===== config.mk =====
export PLATFORM = sky130hd
export DESIGN_NAME = serial_magnitude_comparator
export DESIGN_NICKNAME = d
export VERILOG_FILES = /design/src/rtl/serial_magnitude_comparator.sv
export SDC_FILE = /design/constraint.sdc
export NUM_CORES = 1
export LEC_CHECK = 0
export CAP_MARGIN = 20
export CORE_ASPECT_RATIO = 1.2
export CORE_MARGIN = 8
export CORE_UTILIZATION = 51
export DETAILED_ROUTE_END_ITERATION = 10
export PLACE_DENSITY_LB_ADDON = 0.15
export SYNTH_ARGS = -nofsm -noshare
export SYNTH_HDL_FRONTEND = slang
export SYNTH_SLANG_ARGS = --single-unit

===== constraint.sdc =====
create_clock -name clk -period 1.7 [get_ports clk]
set_clock_uncertainty 0.1 [all_clocks]
set_input_delay 0.255 -clock clk [delete_from_list [all_inputs] [get_ports clk]]
set_output_delay 0.255 -clock clk [all_outputs]
set_load 0.005 [all_outputs]

===== src/rtl/serial_magnitude_comparator.sv =====
// Bit-serial W-bit unsigned magnitude comparator: one 1-bit compare slice, MSB first.
// Optional macro SERIAL_CMP_EARLY_EXIT_EN finishes on the first differing bit.
module serial_magnitude_comparator #(
    parameter int unsigned W = 8
) (
    input  logic         clk,
    input  logic         rst_n,
    input  logic         start,
    input  logic [W-1:0] a,
    input  logic [W-1:0] b,
    output logic         busy,
    output logic         done,
    output logic         greater,
    output logic         equal,
    output logic         lesser
);

    localparam int unsigned    CW      = (W > 1) ? $clog2(W) : 1;
    localparam logic [CW-1:0] CntLoad = CW'(W - 1);

    typedef enum logic [1:0] {
        StIdle,
        StShift,
        StDone
    } state_e;

    state_e        state_q, state_d;
    logic [W-1:0]  sa_q, sa_d;
    logic [W-1:0]  sb_q, sb_d;
    logic [CW-1:0] cnt_q, cnt_d;
    logic          decided_q, decided_d;
    logic          part_gt_q, part_gt_d;
    logic          part_lt_q, part_lt_d;
    logic          greater_q, greater_d;
    logic          equal_q, equal_d;
    logic          lesser_q, lesser_d;

    // 1-bit compare slice on the current MSBs
    logic bit_a, bit_b;
    logic bit_gt, bit_eq, bit_lt;

    assign bit_a  = sa_q[W-1];
    assign bit_b  = sb_q[W-1];
    assign bit_gt = bit_a & ~bit_b;
    assign bit_eq = ~(bit_a ^ bit_b);
    assign bit_lt = ~bit_a & bit_b;

    // Partial result including this cycle's bit; frozen once a difference was seen
    logic new_gt, new_lt, new_decided;
    logic last_bit, exit_shift;

    assign new_gt      = decided_q ? part_gt_q : bit_gt;
    assign new_lt      = decided_q ? part_lt_q : bit_lt;
    assign new_decided = decided_q | ~bit_eq;
    assign last_bit    = (cnt_q == '0);

`ifdef SERIAL_CMP_EARLY_EXIT_EN
    assign exit_shift = last_bit | (~decided_q & ~bit_eq);
`else
    assign exit_shift = last_bit;
`endif

    always_comb begin
        state_d   = state_q;
        sa_d      = sa_q;
        sb_d      = sb_q;
        cnt_d     = cnt_q;
        decided_d = decided_q;
        part_gt_d = part_gt_q;
        part_lt_d = part_lt_q;
        greater_d = greater_q;
        equal_d   = equal_q;
        lesser_d  = lesser_q;

        case (state_q)
            StIdle: begin
                if (start) begin
                    sa_d      = a;
                    sb_d      = b;
                    cnt_d     = CntLoad;
                    decided_d = 1'b0;
                    part_gt_d = 1'b0;
                    part_lt_d = 1'b0;
                    state_d   = StShift;
                end
            end
            StShift: begin
                sa_d      = sa_q << 1;
                sb_d      = sb_q << 1;
                cnt_d     = cnt_q - CW'(1);
                decided_d = new_decided;
                part_gt_d = new_gt;
                part_lt_d = new_lt;
                if (exit_shift) begin
                    greater_d = new_gt;
                    lesser_d  = new_lt;
                    equal_d   = ~new_gt & ~new_lt;
                    state_d   = StDone;
                end
            end
            StDone: begin
                state_d = StIdle;
            end
            default: begin
                state_d = StIdle;
            end
        endcase
    end

    always_ff @(posedge clk or negedge rst_n) begin
        if (!rst_n) begin
            state_q   <= StIdle;
            sa_q      <= '0;
            sb_q      <= '0;
            cnt_q     <= '0;
            decided_q <= 1'b0;
            part_gt_q <= 1'b0;
            part_lt_q <= 1'b0;
            greater_q <= 1'b0;
            equal_q   <= 1'b0;
            lesser_q  <= 1'b0;
        end else begin
            state_q   <= state_d;
            sa_q      <= sa_d;
            sb_q      <= sb_d;
            cnt_q     <= cnt_d;
            decided_q <= decided_d;
            part_gt_q <= part_gt_d;
            part_lt_q <= part_lt_d;
            greater_q <= greater_d;
            equal_q   <= equal_d;
            lesser_q  <= lesser_d;
        end
    end

    assign busy    = (state_q == StShift);
    assign done    = (state_q == StDone);
    assign greater = greater_q;
    assign equal   = equal_q;
    assign lesser  = lesser_q;

    a_result_onehot: assert property (@(posedge clk) disable iff (!rst_n)
        done |-> $onehot({greater, equal, lesser}));

    a_busy_done_excl: assert property (@(posedge clk) disable iff (!rst_n)
        !(busy && done));

endmodule


; ---- Yosys cells after proc, flatten, opt, wreduce, memory -nomap -nowiden
; Index checks and enable logic that the tools add are counted.
[word_totals]
ff_bits = 27
out_inout_bits = 5
[classes]
n_addsub = 1
eq_ne = 4
mux = 15
n_bitwise = 9
n_reduce_logical = 6
[ops]
columns = op, n
row1 = 8-bit case mux with 2 select lines, 2
row2 = 8-bit two-way mux, 2
row3 = 1-bit case mux with 2 select lines, 3
row4 = 3-bit case mux with 2 select lines, 1
row5 = 2-bit AND reduction, 3
row6 = 2-bit two-way mux, 2
row7 = 1-bit NOT, 4
row8 = 2-bit case mux with 2 select lines, 1
row9 = 1-bit bitwise AND, 3
row10 = 3-bit logical NOT, 1
row11 = 1-bit two-way mux, 3
row12 = 3-bit two-way mux, 1
row13 = 3-bit by 1-bit subtractor with 3-bit output (second input constant), 1
row14 = 2-bit by 1-bit equality test with 1-bit output (second input constant), 1
row15 = 2-bit equality test (second input constant), 1
row16 = 2-bit logical NOT, 1
row17 = 2-bit by 1-bit inequality test with 1-bit output (second input constant), 1
row18 = 2-bit inequality test (second input constant), 1
row19 = 2-bit nonzero test, 1
row20 = 1-bit OR, 1
row21 = 1-bit XOR, 1

; ---- Logic depth before layout (Yosys ltp)
; Gate-level depths: netlist of run 1.
[depth]
depth_word = 5
depth_mapped = 6
ltp_nobuf = 5

; ---- Worst setup path after synthesis of run 1
; No wires, ideal clock.
[synth_timing]
kind = reg2reg
start = reg cnt_q[0]
end = reg greater_q, in the netlist greater
setup_time_ps = 81
arrival_ps = 1068
t_required_ps = 1519
setup_slack_ps = 451
path_stages_with_launch = 7
period_less_slack_ps = 1249
cell_sequence = dfrtp_1 > inv_1 > ha_1 > and4bb_1 > buf_6 > nor2_2 > a31oi_2
[synth_between]
elab_chain_len = 2
[synth_lines]
columns = element, line
row1 = start: declaration, 30  ; logic [CW-1:0] cnt_q, cnt_d;
row2 = start signal: assignment, 126  ; cnt_q <= cnt_d;
row3 = 3-bit logical NOT, 55  ; assign last_bit = (cnt_q == '0);
row4 = 2-bit AND reduction (no line), --
row5 = end signal: assignment, 130  ; greater_q <= greater_d;
row6 = end: declaration, 34  ; logic greater_q, greater_d;
; Every way passes these cells.
; A chain may end at the register's enable or synchronous reset.

; ---- Final worst setup path of run 1
[layout_timing]
start = reg state_q[0]
end = out busy
[layout_between]
elab_chain_len = 1
[layout_lines]
columns = element, line
row1 = start: declaration, 27  ; state_e state_q, state_d;
row2 = start signal: assignment, 112  ; state_q <= StIdle;
row3 = start signal: assignment, 123  ; state_q <= state_d;
row4 = 2-bit by 1-bit equality test with 1-bit output, 136  ; assign busy = (state_q == StShift);
row5 = end: declaration, 11  ; output logic busy,
; Every way passes these cells.

==> impl_metrics.tcl, run 1 <==
set metrics [dict create \
    run_status "finished clean" \
    crit_type "register to output pin" \
    cts.hold.buffers_added 0 \
    via_count 1030 \
    power.sequential.fraction_pct 41.9 \
    fraction_of_final_layout_cells_sized_beyond_drive_strength_1_pct 15.5 \
    totalWireLength_mm 2.73 \
    synth_seq_cells 27 \
    power.combinational.fraction_pct 46.7 \
    worstPathArrival_ps 1280 \
    required_ps 1340 \
    clkPwrFrac_pct 11.4 \
    drt_first_pass_iters 4 \
    startpoint_type "register" \
    die_area_mm2 0.00442 \
    slew_headroom_pct 77.1 \
    internal_power_uw 1550 \
    p_sw_share_pct 36.8 \
    start_util_pct 52.3 \
    timing.final.crit_share_pct 96.4 \
    cap_violations 0 \
    leakage_power_uw 0.000719 \
    dpl.hpwl_mm 1.93 \
    io_pins 24 \
    irDropWorstVdd_v 0.00114 \
    grt_first_pass_wirelength_mm 4.61 \
    syn_area_mm2 0.00130 \
    fin_cells 188 \
    finalWorstSetupSlack_ps 61.2 \
    critical_path.endpoint_type "output pin" \
    antenna_found_initial 0 \
    insertion_delay_ps 320 \
    total_switching_power_uw 902 \
    grt_usage_pct 13.4 \
    detail-route-antenna-nets 0 \
    globalplace.congestion 0.801 \
    tritoncts_num_sinks 27 \
    first_iter_violations 34 \
    rsz0062_at_grt "no" \
    n_fill_cell 206 \
    placed_area_mm2 0.00156 \
    layout.cell_area.non_filler_mm2 0.00163 \
    critical_path.max_fanout 3 \
    placement_stage_worst_setup_slack_ps 41.4 \
    tritoncts "built" \
    antenna-diode-count 0 \
    synthesis.area_per_instance_um2 10.5 \
    final_max_slew_viol_count 0 \
    std_cell_rows 20 \
    detail_route.wl_per_cell_um 14.5 \
    die-width_um 62.0 \
    timing.setup.tns_ps 0 \
    grt-ovfl-total 0 \
    maximum_number_of_pins_on_one_net_before_global_route_repair 28 \
    flow.area_growth_from_synthesis_pct 25.7 \
    syn_inst_count 124 \
    detail_route.vias_per_cell 5.48 \
    ctsHtreeMaxLevel 1 \
    power_density_over_the_cells_mw_per_mm2 1510 \
    netlist-cell-type-count 27 \
    io_buffers 23 \
    synth_warnings 0 \
    path_clk_slew_ps 140 \
    floorplan.die.height_um 71.2 \
    clock_path_buffers 2 \
    core_area_mm2 0.00248 \
    timing_hold_violations_final 0 \
    timing.final.crit_period_ps 1640 \
    drt_drc_violations_left 0 \
    cts_inserted_buffers 3 \
    syn_nets 147 \
    hp-class "input port to async pin" \
    net_count_final 179 \
    dp_cells 179 \
    fmax_mhz 610 \
    max_slew.worst_pin.slew_ps 344 \
    clock_tree.root_cell "sky130_fd_sc_hd__clkbuf_4" \
    synth.yosys.seq_area_share_pct 52.1 \
    first_global_vias 1081 \
    setup-violations-final 0 \
]
-- flip-flops by register name (all words and copies together), names as in the netlist --
register,cells
state_q,2
sb_q,8
decided_q,1
lesser,1
equal,1
sa_q,8
cnt_q,3
part_gt_q,1
part_lt_q,1
greater,1
-- per-layer routing --
metal  global-route usage (%)  vias to the layer above  share of wire, %
met5                        0                        -                 0
met4                     6.85                        0               1.9
met3                     2.15                        4               4.5
met2                     21.4                       21                50
met1                     16.4                      505                44
li1                         -                      500                 -
-- final timing paths --
path,start,end,slack [ps],depth (start not counted)
worst max-delay path,state_q[0]$_DFFE_PN0P_,busy,60,3
worst min-delay path,rst_n,lesser$_DFFE_PN0P_,180,2
worst max register to register,state_q[0]$_DFFE_PN0P_,sb_q[3]$_DFFE_PN0P_,100,7
worst min register to register,sb_q[1]$_DFFE_PN0P_,sb_q[1]$_DFFE_PN0P_,410,2
max in group asynchronous,rst_n,sb_q[0]$_DFFE_PN0P_,1070,2
min in group clk,sb_q[1]$_DFFE_PN0P_,sb_q[1]$_DFFE_PN0P_,410,2
-- worst max-delay path: stages (launching register included) --
cell and delay [ps]:
sky130_fd_sc_hd__dfrtp_1 410, sky130_fd_sc_hd__buf_4 140, sky130_fd_sc_hd__nor2b_2 160, sky130_fd_sc_hd__dlygate4sd2_1 260
-- synth_stat cells --
cell type                  number  area [µm²]
sky130_fd_sc_hd__clkbuf_2       1        5.00
sky130_fd_sc_hd__buf_2          3        15.0
sky130_fd_sc_hd__and4bb_1       1        12.5
sky130_fd_sc_hd__clkbuf_1       1        3.75
sky130_fd_sc_hd__a21oi_1        3        15.0
sky130_fd_sc_hd__nor2b_4        1        13.8
sky130_fd_sc_hd__a31oi_2        2        25.0
sky130_fd_sc_hd__nand2b_1       2        12.5
sky130_fd_sc_hd__buf_4          1        7.51
sky130_fd_sc_hd__nor3_1         2        10.0
sky130_fd_sc_hd__nand3b_1       1        7.51
sky130_fd_sc_hd__o21ai_1       10        50.1
sky130_fd_sc_hd__o21ai_0        9        45.0
sky130_fd_sc_hd__a22o_1         4        35.0
sky130_fd_sc_hd__o21bai_4       1        18.8
sky130_fd_sc_hd__nor2_2         2        12.5
sky130_fd_sc_hd__nand2_1       17        63.8
sky130_fd_sc_hd__nor2_1         3        11.3
sky130_fd_sc_hd__ha_1           4        50.1
sky130_fd_sc_hd__a22oi_1       15         113
sky130_fd_sc_hd__a31oi_1        1        6.26
sky130_fd_sc_hd__buf_6          3        33.8
sky130_fd_sc_hd__mux2i_1        1        10.0
sky130_fd_sc_hd__nor2b_1        2        12.5
sky130_fd_sc_hd__and3b_1        1        8.76
sky130_fd_sc_hd__dfrtp_1       27         676
sky130_fd_sc_hd__inv_1          6        22.5
-- placed cells by master, fill, tap and decap left out --
cell type                          n
sky130_fd_sc_hd__ha_1              4
sky130_fd_sc_hd__clkdlybuf4s50_1  21
sky130_fd_sc_hd__and4bb_1          1
sky130_fd_sc_hd__nor2b_1           1
sky130_fd_sc_hd__nand2_1          17
sky130_fd_sc_hd__nand3b_1          1
sky130_fd_sc_hd__nor3_1            2
sky130_fd_sc_hd__nand2b_1          2
sky130_fd_sc_hd__nor2b_2           2
sky130_fd_sc_hd__a31oi_2           2
sky130_fd_sc_hd__nor2b_4           1
sky130_fd_sc_hd__nor2_1            3
sky130_fd_sc_hd__a31oi_1           1
sky130_fd_sc_hd__nor2_2            2
sky130_fd_sc_hd__a22o_1            4
sky130_fd_sc_hd__buf_4            12
sky130_fd_sc_hd__dfrtp_1          27
sky130_fd_sc_hd__o21ai_1          10
sky130_fd_sc_hd__o21ai_0           9
sky130_fd_sc_hd__inv_1             6
sky130_fd_sc_hd__dlygate4sd2_1     2
sky130_fd_sc_hd__and3b_1           1
sky130_fd_sc_hd__clkinv_2          1
sky130_fd_sc_hd__a22oi_1          15
sky130_fd_sc_hd__a21oi_1           3
sky130_fd_sc_hd__clkbuf_4          3
sky130_fd_sc_hd__mux2i_1           1
sky130_fd_sc_hd__o21bai_4          1
-- power by group through the flow --
stage	Sequential, µW	Combinational, µW	Clock, µW
floorplan	1010	780	0
detailed placement	1060	1090	0
finish	1030	1140	280
global placement	1040	1040	0
global route	1060	1280	302
CTS	1030	1140	291
-- layout make-up --
cell class,count,area (µm²),area share (%)
Tap cell,33,41.3,2.53
Clock inverter,1,5.00,0.307
Sequential cell,27,676,41.5
Inverter,6,22.5,1.38
Clock buffer,3,22.5,1.38
Timing Repair Buffer,35,318,19.5
Multi-Input combinational cell,83,544,33.4
-- kinds of logic after synthesis --
kind of cell | synth area share (%)
multiplexers | 0.772
AO/OA/AOI/OAI | 23.7
adder cells (fa/ha/maj) | 3.86
AND/OR/NAND/NOR | 12.7
flip-flops | 52.1
buffers and inverters | 6.76
-- what timing repair did --
item | CTS | global route
resized for setup | 3 | 0
setup buffers | 4 | 0
endpoints found under the setup margin | 2 | 1
cloned | 0 | 1
-- metrics by stage --
stage	power, µW	hold WS [ps]	utilization (%)
final	2450	181	65.8
after floorplan	1790	-141	-
after CTS	2460	190	65.4
after global placement	2080	366	63.1
after detailed placement	2140	382	63.1
after global routing	2640	221	65.8
Note: power is estimated with default switching activity, not from simulation.
==> run 2, diff against run 1 <==
--- a/config.mk
+++ b/config.mk
@@ -10,7 +10,7 @@
 export CORE_MARGIN = 8
 export CORE_UTILIZATION = 51
 export DETAILED_ROUTE_END_ITERATION = 10
-export PLACE_DENSITY_LB_ADDON = 0.15
+export PLACE_DENSITY = 0.78
 export SYNTH_ARGS = -nofsm -noshare
 export SYNTH_HDL_FRONTEND = slang
 export SYNTH_SLANG_ARGS = --single-unit
==> impl_metrics.tcl, run 2 (synthesized netlist as in run 1, its figures left out) <==
set metrics [dict create \
    grt_usage_pct 12.8 \
    placement_stage_worst_setup_slack_ps 58.8 \
    antenna-diode-count 0 \
    floorplan.die.height_um 71.2 \
    max_slew.worst_pin.slew_ps 323 \
    series_of_cell_instances_along_the_critical_path "clkdlybuf4s50_1" \
    slowest_stage "sky130_fd_sc_hd__clkdlybuf4s50_1" \
    fraction_of_final_layout_cells_sized_beyond_drive_strength_1_pct 12.7 \
    globalRouteMet1Util_pct 15.9 \
    multi_input_area_um2 536 \
    detail-route-antenna-nets 0 \
    path_depth 1 \
    detail_route.wl_per_cell_um 14.0 \
    final_max_slew_viol_count 0 \
    first_global_vias 1020 \
    maximum_number_of_pins_on_one_net_before_global_route_repair 28 \
    clock_path_buffers 2 \
    path_clk_slew_ps 140 \
    grt-ovfl-total 0 \
    fraction_of_met3_tracks_used_by_global_routing_pct 3.05 \
    io_pins 24 \
    timing.setup.tns_ps 0 \
    startpoint_type "register" \
    net_count_final 174 \
    r2r-end "sa_q[0]$_DFFE_PN0P_" \
    ctsHtreeMaxLevel 1 \
    hp-class "input port to async pin" \
    io_buffers 23 \
    critical_path.max_stage_delay_ps 510 \
    totalPowerFinal_uw 2390 \
    drt_first_pass_iters 4 \
    grt.met2_usage_pct 20.4 \
    globalplace.congestion 0.796 \
    die_area_mm2 0.00442 \
    cts.hold.buffers_added 0 \
    start_util_pct 52.3 \
    detail_route.vias_per_cell 5.43 \
    mostFrequentLayoutCells "sky130_fd_sc_hd__dfrtp_1 (27), sky130_fd_sc_hd__clkdlybuf4s50_1 (21), sky130_fd_sc_hd__nand2_1 (17)" \
    timing.final.crit_period_ps 1570 \
    clock_tree.root_cell "sky130_fd_sc_hd__clkbuf_4" \
    first_iter_violations 30 \
    top_regs "sa_q (8), sb_q (8), cnt_q (3)" \
    final_common_cell "sky130_fd_sc_hd__dfrtp_1" \
    worst-r2r-cell-count 5 \
    worstPathArrival_ps 1220 \
    critical_path.endpoint_type "output pin" \
    crit_buf_inv 1 \
    worst-r2r-setup-slack_ps 140 \
    slew_headroom_pct 78.5 \
    cap_violations 0 \
    tritoncts_num_sinks 27 \
    tritoncts "built" \
    power_density_over_the_cells_mw_per_mm2 1500 \
    grt_most_used_layer "met2" \
    n_fill_cell 188 \
    irDropWorstVdd_v 0.000879 \
    beginning_of_the_worst_register_to_register_path "state_q[1]$_DFFE_PN0P_" \
    finalWorstSetupSlack_ps 127 \
    crit_type "register to output pin" \
    grt_first_pass_wirelength_mm 4.43 \
    insertion_delay_ps 320 \
    timing_hold_violations_final 0 \
    timing.final.crit_share_pct 92.5 \
    sequential_cell_area_um2 676 \
    required_ps 1340 \
    critical_path.endpoint "greater" \
    cp-startpoint "greater$_DFFE_PN0P_" \
    std_cell_rows 20 \
    path_delay_family "buffers and inverters" \
    totalWireLength_mm 2.56 \
    cts_inserted_buffers 3 \
    drt_drc_violations_left 0 \
    dpl.hpwl_mm 1.92 \
    die-width_um 62.0 \
    core_area_mm2 0.00248 \
    critical_path.max_fanout 2 \
    setup-violations-final 0 \
    via_count 994 \
    antenna_found_initial 0 \
    leakage_power_uw 0.000696 \
    flow.area_growth_from_synthesis_pct 22.7 \
    run_status "finished clean" \
    rsz0062_at_grt "no" \
    fmax_mhz 636 \
]
-- run 2: report_power, final --
group | switching (µW) | total [µW] | internal (µW) | leakage (µW)
Combinational | 549 | 1090 | 541 | 0.000338
Sequential | 146 | 1030 | 881 | 0.000341
Clock | 182 | 270 | 88.2 | 0.0000177
-- run 2: what timing repair did --
item	in CTS	in global routing
setup buffers	3	0
gates resized for setup	3	0
setup endpoints to repair	2	0
-- run 2: worst min-delay path by stage --
stage / end / cells after the start
after floorplan: cnt_q[0]$_DFFE_PN0P_ / 0
after global placement: sa_q[6]$_DFFE_PN0P_ / 2
after detailed placement: sa_q[4]$_DFFE_PN0P_ / 2
after CTS: greater$_DFFE_PN0P_ / 2
after global routing: sb_q[6]$_DFFE_PN0P_ / 2
final: greater$_DFFE_PN0P_ / 2
-- run 2: through the flow --
stage,utilization [%],hold slack (ps),area [µm²],instances
floorplan,-,-141,1300,124
global placement,62.2,369,1540,176
finish,64.2,170,1590,183
detailed placement,62.2,380,1540,176
CTS,64.2,178,1590,183
global route,64.2,188,1590,183
-- run 2: metal layers --
layer  vias to the layer above  part of all wire [%]
met5                         -                     0
met4                         0                   1.4
met3                         4                   4.7
met2                        21                    50
met1                       479                    44
li1                        490                     -
-- run 2: area by class of cell --
type / instances / area share [%]
Clock inverter: 1 / 0.315
Timing Repair Buffer: 31 / 18.1
Clock buffer: 3 / 1.42
Inverter: 6 / 1.42
Sequential cell: 27 / 42.5
Tap cell: 33 / 2.60
Multi-Input combinational cell: 82 / 33.7
